`config.mk`:
```
export PLATFORM = sky130hd
export DESIGN_NAME = hamming_enc_stream
export DESIGN_NICKNAME = d
export VERILOG_FILES = /design/src/rtl/hamming_enc_stream.sv
export SDC_FILE = /design/constraint.sdc
export NUM_CORES = 1
export LEC_CHECK = 0
export CAP_MARGIN = 10
export CORE_ASPECT_RATIO = 0.6
export CORE_UTILIZATION = 43
export DETAILED_ROUTE_END_ITERATION = 12
export PLACE_DENSITY = 0.79
export SLEW_MARGIN = 20
export SYNTH_ARGS = -nofsm -noshare
export SYNTH_HDL_FRONTEND = slang
export SYNTH_SLANG_ARGS = --single-unit
```
`constraint.sdc`:
```
create_clock -name clk -period 1.9 [get_ports clk]
set_clock_uncertainty 0.15 [all_clocks]
set_input_delay 0.38 -clock clk [delete_from_list [all_inputs] [get_ports clk]]
set_output_delay 0.38 -clock clk [all_outputs]
set_load 0.03 [all_outputs]
```
`src/rtl/hamming_enc_stream.sv`:
```
// -----------------------------------------------------------------------------
// hamming_enc_stream
//
// Streaming Hamming encoder behind a two-stage elastic valid/ready pipeline.
// K = 2^R-R-1 data bits are encoded into an N = 2^R-1 bit codeword. Codeword
// position p (1..N) maps to data_out[p-1]. Parity bit P_i sits at p = 2^i.
// Data bits fill the remaining positions in ascending order. Each parity bit
// gives even parity over the positions that have bit i set. The block also
// counts the codewords it emits.
//
// Optional build macro:
//   HAM_SECDED_EN - adds data_out[N] = overall even parity of the codeword
//                   (SEC-DED). Without it data_out is N bits (pure SEC).
//
// Ports:
//   clk        in   1      rising-edge clock
//   rst        in   1      synchronous active-high reset
//   in_valid   in   1      data_in is valid
//   in_ready   out  1      encoder accepts data_in this cycle
//   data_in    in   K      data word
//   out_valid  out  1      data_out holds a valid codeword
//   out_ready  in   1      consumer accepts data_out this cycle
//   data_out   out  OW     codeword (N bits, or N+1 with HAM_SECDED_EN)
//   cw_count   out  CNT_W  codewords emitted since reset (wraps silently)
// -----------------------------------------------------------------------------
module hamming_enc_stream #(
  parameter int R     = 4,
  parameter int CNT_W = 16,
  localparam int K    = (1 << R) - R - 1,
  localparam int N    = (1 << R) - 1,
`ifdef HAM_SECDED_EN
  localparam int OW   = N + 1
`else
  localparam int OW   = N
`endif
) (
  input  logic             clk,
  input  logic             rst,
  input  logic             in_valid,
  output logic             in_ready,
  input  logic [K-1:0]     data_in,
  output logic             out_valid,
  input  logic             out_ready,
  output logic [OW-1:0]    data_out,
  output logic [CNT_W-1:0] cw_count
);

  // Builds the codeword: scatter data bits into the non-power-of-two
  // positions, then each parity bit covers the positions with bit i set.
  // Parity positions are still zero when the parities are formed, so they
  // do not disturb each other.
  function automatic logic [OW-1:0] encode(input logic [K-1:0] d);
    logic [N-1:0] cw;
    logic         par;
    int           j;
    cw = '0;
    j  = 0;
    for (int p = 1; p <= N; p++) begin
      if ((p & (p - 1)) != 0) begin
        cw[p-1] = d[j];
        j++;
      end
    end
    for (int i = 0; i < R; i++) begin
      par = 1'b0;
      for (int p = 1; p <= N; p++) begin
        if (((p >> i) & 1) != 0) begin
          par = par ^ cw[p-1];
        end
      end
      cw[(1 << i) - 1] = par;
    end
`ifdef HAM_SECDED_EN
    return {^cw, cw};
`else
    return cw;
`endif
  endfunction

  logic             s1_v_q, s1_v_d;
  logic [K-1:0]     s1_data_q, s1_data_d;
  logic             s2_v_q, s2_v_d;
  logic [OW-1:0]    s2_data_q, s2_data_d;
  logic [CNT_W-1:0] cnt_q, cnt_d;
  logic             s1_adv;
  logic             s2_adv;
  logic [OW-1:0]    enc_word;

  // Encoder sits between the stages, so data_in never reaches data_out
  // combinationally.
  always_comb begin
    enc_word = encode(s1_data_q);
  end

  // Advance rules: a stage may load when it is empty or when the stage
  // downstream of it is moving. in_ready depends on out_ready only, never on
  // in_valid.
  always_comb begin
    s2_adv    = !s2_v_q || out_ready;
    s1_adv    = !s1_v_q || s2_adv;

    s1_v_d    = s1_v_q;
    s1_data_d = s1_data_q;
    s2_v_d    = s2_v_q;
    s2_data_d = s2_data_q;
    cnt_d     = cnt_q;

    if (s2_adv) begin
      s2_v_d    = s1_v_q;
      s2_data_d = enc_word;
    end
    if (s1_adv) begin
      s1_v_d    = in_valid;
      s1_data_d = data_in;
    end
    if (s2_v_q && out_ready) begin
      cnt_d = cnt_q + CNT_W'(1);
    end
  end

  // State registers. Reset drops words in flight and clears data and the
  // counter. A transfer in the reset cycle is therefore not counted.
  always_ff @(posedge clk) begin
    if (rst) begin
      s1_v_q    <= 1'b0;
      s1_data_q <= '0;
      s2_v_q    <= 1'b0;
      s2_data_q <= '0;
      cnt_q     <= '0;
    end else begin
      s1_v_q    <= s1_v_d;
      s1_data_q <= s1_data_d;
      s2_v_q    <= s2_v_d;
      s2_data_q <= s2_data_d;
      cnt_q     <= cnt_d;
    end
  end

  assign in_ready  = s1_adv;
  assign out_valid = s2_v_q;
  assign data_out  = s2_data_q;
  assign cw_count  = cnt_q;

endmodule

```
==> results of run 1 <==
==> cell usage after synthesis, drive strengths merged <==
library cell and instances:
a211oi 3, ha 1, nand2 51, a21oi 29, nor2 16, and4 3, or3 6, dfxtp 44
nand3b 1, nand2b 1, clkbuf 10, nand4 5, xnor2 19, and2 2, or4 1, nor3 2
inv 3, nor2b 1, buf 1, o21ai 6, nand3 5, xor2 8, o31ai 1
==> state kept, by name (all words and copies together) (netlist names) <==
| register | cells |
|---|---|
| out_valid | 1 |
| s1_data_q | 11 |
| cw_count | 16 |
| data_out | 15 |
| s1_v_q | 1 |
==> metrics by stage <==
| stage | setup WS, ps | TNS, ps | std cells | instance area, um^2 |
|---|---|---|---|---|
| 2_1_floorplan | 3.28 | 0 | 219 | 1830 |
| 3_3_place_gp | -460 | -2380 | 326 | 2450 |
| 3_5_place_dp | -504 | -3140 | 326 | 2450 |
| 4_1_cts | 0.0792 | 0 | 334 | 2550 |
| 5_1_grt | 11.8 | 0 | 334 | 2580 |
| 6_report | 43.1 | 0 | 334 | 2580 |
==> where the power goes <==
part,switching [mW],internal [mW]
clock,0.308,0.390
combinational,0.164,0.157
sequential,0.0381,0.969
total,0.510,1.52
==> cell families (layout without fill, tap and decap cells) <==
family / after synthesis / in the layout
AO/OA/AOI/OAI: 39 / 39
XOR/XNOR: 27 / 27
adder cells (fa/ha/maj): 1 / 1
buffers and inverters: 14 / 72
flip-flops: 44 / 44
AND/OR/NAND/NOR: 94 / 94
==> layout make-up <==
type                    instances  share of cell area, %
clock buffers                   6                   2.81
clock inverters                 2                   1.36
inverters                       3                  0.436
multi-input cells             161                   34.5
flip-flops and latches         44                   34.5
well taps                      57                   2.76
repair buffers                 61                   23.6
==> layer usage <==
layer	global-route usage [%]	up-vias	share of wire, %
met2	29.8	37	41
met5	0	-	0
met3	5.20	4	4.3
met4	7.50	0	1.1
met1	30.8	751	54
li1	-	845	-
==> final timing paths <==
path	depth (start not counted)	endpoint	slack, ps
worst min-delay path	2	data_out[9]	300
worst min register to register	2	data_out[9]	300
worst max-delay path	1	data_out[14]	40
worst max register to register	4	cw_count[15]	110
==> repair_timing <==
| item | in CTS | in global routing |
|---|---|---|
| resized for setup | 11 | 14 |
| pin swaps | 0 | 0 |
| buffers inserted | 0 | 0 |
| endpoints found under the hold margin | 0 | 0 |
| endpoints found under the setup margin | 13 | 12 |
| hold buffers | 0 | 0 |
==> summary.txt, run 1 <==
Detailed routing
  • Wire per inst: 12.8 um
  • DRT Pass-1 Iters: 4
  • Via density: ~4.9
  • DRT Wirelength: 4.28 mm
  • Via count: 1,637
  • 1st-iter DRT viols: approximately 110
  • Final ANT Viol Nets: 0
  • Drt drc: 0

Setup path
  • CP Launch Point: data_out[14]
  • RR Startpoint: cw_count[3]
  • CP startpoint kind: register
  • CP max-delay cell: clkdlybuf4s50_1
  • Crit path buf inv count: 1
  • Critical Path AT: around 1300 ps
  • Worst path cell trace: clkdlybuf4s50_1
  • Crit path max fanout: 2
  • Crit Path Category: register to output port
  • Worst setup EP type: output port
  • Max incr delay on CP: between 600 and 700 ps
  • CP required: between 1000 and 1500 ps
  • CP delay by family, top: buffers and inverters

Synthesis
  • Cells after Synth: around 220
  • Largest area contributor in the netlist: dfxtp_1
  • Mean Syn Cell Area: 8.29 um^2
  • Largest cells by area after synthesis: dfxtp_1 49%, nand2_1 11%, xnor2_1 9.2%
  • XOR/XNOR Fraction of Synth Area: 13.0%
  • Ys Warns: 0
  • Seq/Total Area, Yosys: just under 50%
  • Top cell type's share of synthesized area: between 40% and 50%
  • Cell variety after synth: 24
  • Synth Area in Compound Gates: between 10% and 20%
  • Largest family of logic cells by synthesized area: simple AND/OR/NAND/NOR gates
  • Simple logic cell fraction of the synthesized area: 23.5%
  • Syn nets: between 200 and 250
  • Post-synthesis adder-cell area fraction: less than 1%
  • Cell Area, Synth: 1820 um^2
  • Synthesized flop and latch total: between 40 and 50
  • Post-synthesis mux area share: 0%

Finish
  • Commonest cells after routing, fill and taps aside: 51 x nand2_1, 36 x dfxtp_1, 29 x a21oi_1
  • Multi-input combinational cell area: approximately 890 um^2
  • Fillers: around 340
  • Share of post-route cells with drive strength above 1: 12.3%
  • Post-layout net count: about 290
  • Register area: slightly below 900 um^2
  • Syn-to-layout area delta: 42.3%
  • Commonest non-fill, non-tap cell in the layout: nand2_1
  • Inserted Diodes: 0
  • Util after Layout: 67.1%

Floorplanning
  • Die span in y: roughly 52 um
  • Chip Width: 85.9 um
  • Die area: roughly 4500 um^2
  • Number of placement rows: 17
  • I/O pin total: 48
  • Initial Util: about 47%
  • Core area: between 3000 and 4000 um^2

STA
  • Fmax: between 0.5 and 0.6 GHz
  • Final Hold Fails: 0
  • Tmin final: between 1500 and 2000 ps
  • Slew Limit Headroom: between 70% and 80%
  • RSZ-0062 raised after global routing: false
  • Final setup violation count: 0
  • Fin crit share: between 90% and 100%
  • Worst-Margin Slew: between 300 and 400 ps
  • Hold slack: just under 300 ps
  • Final slew viol count: 0

Hold path
  • Worst hold-check path type: register to register
  • HP Start: data_out[9]

Clock tree
  • Clock-pin slew on the worst setup and hold paths: 80 ps
  • CTS H-Tree Depth: 2
  • # clock sinks: 44
  • CTS tree: built
  • CTS root buf: clkbuf_8
  • Clk_lat worst skew: between 200 and 300 ps
  • CTS buffer count: 5
  • Clock Tree Buf Depth: 2

Global route
  • Vias in the first global route: between 1,000 and 1,500
  • Grt ovf: 0
  • First-pass GRT wire length: around 7.1 mm
  • Antenna violations before repair: 0
  • GRT Overall Usage: between 20% and 30%
  • Largest net degree at the start of global routing: 33

Power
  • Overall power: between 2 and 2.5 mW
  • VDD IR max: 435 uV
  • Leakage power: ~1.2 nW
  • PD cells: ~780 nW/um^2

Placement
  • HPWL Detailed: slightly above 3 mm
  • Placer congestion estimate: ~0.75
  • PortBufs: 47

Job
  • Max cap viols: 0

Run status
  • Status: complete, no violations
(Power assumes the default switching activity.)
==> inputs of run 2 (changes only) <==
--- a/config.mk
+++ b/config.mk
@@ -9,7 +9,8 @@
 export CORE_ASPECT_RATIO = 0.6
 export CORE_UTILIZATION = 43
 export DETAILED_ROUTE_END_ITERATION = 12
-export PLACE_DENSITY = 0.79
+export GPL_ROUTABILITY_DRIVEN = 0
+export PLACE_DENSITY_LB_ADDON = 0.05
 export SLEW_MARGIN = 20
 export SYNTH_ARGS = -nofsm -noshare
 export SYNTH_HDL_FRONTEND = slang
==> run 2 against run 1 <==
  * Total power down 4.4%
  * Fmax increased by 0.12%
  * Hold slack improved by 7.6 ps
  * First-iteration DRC count decreased by 43%
  * Non-clock buffer count is 2 higher
  * Register-to-register slack gained 50 ps
  * Critical path depth stayed put
  * Critical path type unchanged
  * Critical endpoint is now cw_count[0]
  * Highest routed layer unchanged
==> summary.txt, run 2 (synthesis results as in run 1) <==
Floorplanning
  • I/O pin total: 48 (unchanged)
  • Core area: 3850 um^2 (unchanged)
  • Number of placement rows: 17 (unchanged)
  • Initial Util: 47.2% (unchanged)
  • Die area: 4490 um^2 (unchanged)
  • Die span in y: 52.3 um (unchanged)
  • Chip Width: 85.9 um (unchanged)

Setup path
  • Levels on crit path: 1 (unchanged)
  • Worst setup EP type: output port (unchanged)
  • CP max-delay cell: clkdlybuf4s50_1 (unchanged)
  • Reg2Reg Depth: 4 (unchanged)
  • Crit path buf inv count: 1 (unchanged)
  • CP startpoint kind: register (unchanged)
  • Worst path cell trace: clkdlybuf4s50_1 (unchanged)
  • Crit Path Category: register to output port (unchanged)
  • Crit path max fanout: 4 (was 2)
  • RR Startpoint: cw_count[6] (was cw_count[3])
  • CP delay by family, top: buffers and inverters (unchanged)
  • Critical Path AT: 1320 ps (was 1330 ps)
  • CP Launch Point: cw_count[0] (was data_out[14])
  • CP required: 1370 ps (about the same)
  • Max incr delay on CP: 670 ps (was 680 ps)

Clock tree
  • Clock Tree Buf Depth: 2 (unchanged)
  • CTS H-Tree Depth: 2 (unchanged)
  • CTS buffer count: 5 (unchanged)
  • Clock-pin slew on the worst setup and hold paths: 80 ps (about the same)
  • # clock sinks: 44 (unchanged)
  • CTS root buf: clkbuf_8 (unchanged)
  • CTS tree: built (unchanged)
  • Post-CTS Hold Buffers: 0 (unchanged)
  • Clk_lat worst skew: 290 ps (about the same)

Detailed routing
  • DRT Wirelength: 4.06 mm (was 4.28 mm)
  • Via density: 4.76 (was 4.90)
  • Via count: 1,596 (was 1,637)
  • Drt drc: 0 (unchanged)
  • DRT Pass-1 Iters: 4 (unchanged)
  • Wire per inst: 12.1 um (was 12.8 um)
  • Final ANT Viol Nets: 0 (unchanged)
  • 1st-iter DRT viols: 60 (was 106)

STA
  • Final slew viol count: 0 (unchanged)
  • Post-Route Setup TNS: 0 ps (unchanged)
  • Final Hold Fails: 0 (unchanged)
  • Slew Limit Headroom: 79.0% (was 77.3%)
  • RSZ-0062 raised after global routing: false (unchanged)
  • Tmin final: 1850 ps (was 1860 ps)
  • Fmax: 0.539 GHz (about the same)
  • Final setup violation count: 0 (unchanged)
  • Fin crit share: 97.6% (was 97.7%)
  • Worst-Margin Slew: 313 ps (was 340 ps)

Placement
  • Placed Cells incl. Taps: 328 (was 326)
  • HPWL Detailed: 2.99 mm (was 3.07 mm)
  • PortBufs: 47 (unchanged)

Hold path
  • Worst hold stages: 2 (unchanged)
  • Worst hold-check path type: register to register (unchanged)
  • HP Start: data_out[12] (was data_out[9])

Global route
  • First-pass GRT wire length: 6.56 mm (was 7.09 mm)
  • Largest net degree at the start of global routing: 37 (was 33)
  • Antenna violations before repair: 0 (unchanged)
  • GRT Overall Usage: 19.4% (was 21.1%)
  • Vias in the first global route: 1,405 (was 1,493)
  • Grt ovf: 0 (unchanged)

Run status
  • Status: complete, no violations (unchanged)

Finish
  • Inserted Diodes: 0 (unchanged)
  • Post-layout net count: 294 (was 292)
  • Post-route insts no fill: 335 (was 334)
  • Commonest non-fill, non-tap cell in the layout: nand2_1 (unchanged)
  • Number of flip-flops in the largest register: 16 (unchanged)
  • Commonest cells after routing, fill and taps aside: 51 x nand2_1, 36 x dfxtp_1, 31 x clkdlybuf4s50_1 (was 51 x nand2_1, 36 x dfxtp_1, 29 x a21oi_1)
  • Syn-to-layout area delta: 41.7% (was 42.3%)
  • Share of post-route cells with drive strength above 1: 12.9% (was 12.3%)

Power
  • VDD IR max: 385 uV (was 435 uV)
  • Overall power: 1.94 mW (was 2.03 mW)
  • Leakage power: 1.08 nW (was 1.17 nW)
  • PD cells: 753 nW/um^2 (was 784 nW/um^2)

Job
  • Max cap viols: 0 (unchanged)
[run 2: repair_timing]
| action | 4_1_cts | 5_1_grt |
|---|---|---|
| setup buffers | 0 | 0 |
| gates cloned | 0 | 0 |
| setup endpoints to repair | 14 | 6 |
| gates resized for setup | 11 | 7 |
[run 2: path summary, 6_finish.rpt]
kind	slack (ps)	endpoint
worst max register to register	160	cw_count[15]
worst max-delay path	50	cw_count[0]
worst min register to register	300	data_out[12]
worst min-delay path	300	data_out[12]
[run 2: stage by stage]
| stage | hold WS (ps) | util, % | area, um^2 | worst slack, ps |
|---|---|---|---|---|
| 2_1_floorplan | 282 | - | 1830 | 3.28 |
| 3_3_place_gp | 288 | 64.1 | 2470 | -477 |
| 3_5_place_dp | 301 | 64.1 | 2470 | -496 |
| 4_1_cts | 311 | 66.4 | 2550 | 0.969 |
| 5_1_grt | 326 | 66.8 | 2570 | 0.576 |
| 6_report | 305 | 66.8 | 2570 | 45.4 |
[run 2: cell type report]
| class | count | area [um^2] |
|---|---|---|
| fillers | 349 | 1280 |
| inverters | 3 | 11.3 |
| well taps | 57 | 71.3 |
| multi-input cells | 161 | 890 |
| repair buffers | 63 | 613 |
| clock buffers | 7 | 96.3 |
| flip-flops and latches | 44 | 891 |
[run 2: per-layer routing]
layer	vias to the layer above	wire length (um)	track usage, %
li1	847	-	-
met1	700	2220	28.2
met2	45	1570	27.6
met3	4	243	5.20
met4	0	27	5.83
met5	-	0	0
[run 2: power breakdown]
group | total, mW | switching, mW | leakage [nW] | internal, mW
registers | 1.01 | 0.0365 | 0.365 | 0.969
clock network | 0.613 | 0.290 | 0.0503 | 0.324
logic | 0.317 | 0.160 | 0.663 | 0.157
==> inputs of run 3 (changes only) <==
--- a/config.mk
+++ b/config.mk
@@ -7,9 +7,9 @@
 export LEC_CHECK = 0
 export CAP_MARGIN = 10
 export CORE_ASPECT_RATIO = 0.6
-export CORE_UTILIZATION = 43
+export CORE_UTILIZATION = 45
+export CTS_BUF_LIST = sky130_fd_sc_hd__clkbuf_4
 export DETAILED_ROUTE_END_ITERATION = 12
-export GPL_ROUTABILITY_DRIVEN = 0
 export PLACE_DENSITY_LB_ADDON = 0.05
 export SLEW_MARGIN = 20
 export SYNTH_ARGS = -nofsm -noshare
==> run 3 against run 2 <==
  * The flow now finishes with violations (design-rule violations)
  * Critical path depth is 4 higher
  * First-iteration DRC count is 13% higher
  * Fmax is 1.1% higher
  * Via count is 2.0% higher
  * Largest power group unchanged
  * Total power is 3.5% lower
  * Die area is 4.3% lower
  * Core utilization is 0.28 points lower
  * Largest cell class unchanged
  * Hold slack hardly changed
  * Highest routed layer unchanged
  * Setup slack better by 21 ps
  * Sequential share of layout area is 0.93 points higher
  * Design area is 2.6% lower
  * Wire length stayed put
==> summary.txt, run 3 (synthesis results as in run 1) <==
Run status
  • Status: finished, violations left (was complete, no violations)
  • Failing checks: design-rule violations

Detailed routing
  • Final ANT Viol Nets: 0 (unchanged)
  • 1st-iter DRT viols: 68 (was 60)
  • DRT Wirelength: 4.06 mm (unchanged)
  • Wire per inst: 12.5 um (was 12.1 um)
  • Via density: 5.01 (was 4.76)
  • Via count: 1,628 (was 1,596)
  • DRT Pass-1 Iters: 8 (was 4)
  • Drt drc: 8 (was 0)

STA
  • Final setup margin: 66.1 ps (was 45.4 ps)
  • Slew Limit Headroom: 74.9% (was 79.0%)
  • Final slew viol count: 0 (unchanged)
  • Final Hold Fails: 0 (unchanged)
  • Fin crit share: 96.5% (was 97.6%)
  • Final setup violation count: 0 (unchanged)
  • RSZ-0062 raised after global routing: false (unchanged)
  • Tmin final: 1830 ps (was 1850 ps)
  • Post-Route Setup TNS: 0 ps (unchanged)
  • Worst-Margin Slew: 375 ps (was 313 ps)
  • Hold slack: 304 ps (was 305 ps)
  • Fmax: 0.545 GHz (was 0.539 GHz)

Power
  • NetSw: 0.491 mW (was 0.486 mW)
  • Clock power share: 30.2% (was 31.7%)
  • Sequential power share: 53.8% (was 51.9%)
  • PD cells: 746 nW/um^2 (was 753 nW/um^2)
  • VDD IR max: 428 uV (was 385 uV)
  • Switching Fraction: 26.3% (was 25.1%)
  • Power share of the combinational group: 16.0% (was 16.4%)
  • Internal Pwr Total: 1.38 mW (was 1.45 mW)
  • Leakage power: 1.09 nW (was 1.08 nW)

Finish
  • Inserted Diodes: 0 (unchanged)
  • Finished Cell Area: 2500 um^2 (was 2570 um^2)
  • Commonest non-fill, non-tap cell in the layout: nand2_1 (unchanged)
  • Commonest cells after routing, fill and taps aside: 51 x nand2_1, 36 x dfxtp_1, 31 x dlygate4sd2_1 (was 51 x nand2_1, 36 x dfxtp_1, 31 x clkdlybuf4s50_1)
  • Post-route insts no fill: 325 (was 335)
  • Share of post-route cells with drive strength above 1: 12.6% (was 12.9%)
  • Number of flip-flops in the largest register: 16 (unchanged)
  • Syn-to-layout area delta: 38.0% (was 41.7%)
  • Post-layout net count: 293 (was 294)

Floorplanning
  • Core area: 3760 um^2 (was 3850 um^2)
  • Initial Util: 48.2% (was 47.2%)
  • Chip Width: 84 um (was 85.9 um)
  • Number of placement rows: 17 (unchanged)
  • I/O pin total: 48 (unchanged)
  • Die span in y: 51.2 um (was 52.3 um)
  • Die area: 4300 um^2 (was 4490 um^2)

Clock tree
  • CTS H-Tree Depth: 2 (unchanged)
  • Clock-pin slew on the worst setup and hold paths: 130 ps (was 80 ps)
  • Setup repair bufs after CTS: 0 (unchanged)
  • Clk_lat worst skew: 350 ps (was 290 ps)
  • # clock sinks: 44 (unchanged)
  • CTS buffer count: 5 (unchanged)
  • Clock Tree Buf Depth: 2 (unchanged)
  • CTS tree: built (unchanged)
  • CTS root buf: clkbuf_4 (was clkbuf_8)

Setup path
  • CP delay by family, top: flip-flops (was buffers and inverters)
  • CP startpoint kind: register (unchanged)
  • Worst path cell trace: buf_6, nor2b_2, and2_4, inv_2, buf_6 (was clkdlybuf4s50_1)
  • CP required: 1370 ps (about the same)
  • Crit path max fanout: 7 (was 4)
  • Max incr delay on CP: 350 ps (was 670 ps)
  • Crit Path Category: register to output port (unchanged)
  • Critical Path AT: 1300 ps (was 1320 ps)
  • Crit path buf inv count: 3 (was 1)
  • CP max-delay cell: dfxtp_2 (was clkdlybuf4s50_1)
  • Worst setup EP type: output port (unchanged)
  • Most frequent CP cell: buf_6

Placement
  • Placed Cells incl. Taps: 317 (was 328)
  • PortBufs: 47 (unchanged)
  • Place WS: -521 ps (was -496 ps)
  • Placer congestion estimate: 0.774
  • HPWL Detailed: 2.94 mm (was 2.99 mm)
  • Placed Area: 2450 um^2 (was 2470 um^2)

Global route
  • GRT Overall Usage: 20.7% (was 19.4%)
  • First-pass GRT wire length: 6.84 mm (was 6.56 mm)
  • Grt ovf: 0 (unchanged)
  • Vias in the first global route: 1,470 (was 1,405)
  • Largest net degree at the start of global routing: 29 (was 37)
  • Antenna violations before repair: 0 (unchanged)

Job
  • Max cap viols: 0 (unchanged)

Hold path
  • Worst hold-check path type: register to register (unchanged)
## run 3: worst reg2reg max path, stage by stage, from the launching register on
cell     delay (ps)
dfxtp_2         380
nand4_1         130
or4_4           550
or3_1           370
a21oi_1         140
## run 3: cell type report
type,instances,area (um^2)
clock buffer,5,37.5
sequential,44,891
tap,47,58.8
inverter,3,11.3
multi-input combinational,161,890
fill,336,1260
clock inverter,3,37.5
timing repair buffer,62,579
## run 3: metal layers
layer  vias to the layer above  track usage, %  part of all wire, %
met2                        42            30.3                   38
met3                         4            5.82                  5.6
li1                        844               -                    -
met1                       738            29.7                   56
met5                         -               0                    0
met4                         0            6.03                 0.52
## run 3: path summary, 6_finish.rpt
kind	slack [ps]	depth (start not counted)	end	start
min reg2reg	300	2	data_out[13]	data_out[13]
min	300	2	data_out[13]	data_out[13]
max reg2reg	120	4	cw_count[15]	cw_count[6]
max	70	5	in_ready	out_valid
## run 3: stage by stage
stage,total power [mW],utilization [%]
floorplan,1.21,-
global placement,1.34,65.0
detailed placement,1.34,65.0
CTS,1.88,66.0
global route,1.96,66.5
finish,1.87,66.5
## run 3: repair_timing
action	CTS	global route
hold buffers	0	0
resized for setup	31	8
endpoints found under the setup margin	35	7
## run 3: power groups by stage
| stage | Combinational [mW] | Clock (mW) | Sequential [mW] |
|---|---|---|---|
| 3_3_place_gp | 0.315 | 0 | 1.03 |
| 5_1_grt | 0.322 | 0.622 | 1.01 |
| 4_1_cts | 0.300 | 0.579 | 1.00 |
| 6_report | 0.299 | 0.565 | 1.00 |
| 2_1_floorplan | 0.131 | 0 | 1.08 |
| 3_5_place_dp | 0.318 | 0 | 1.03 |
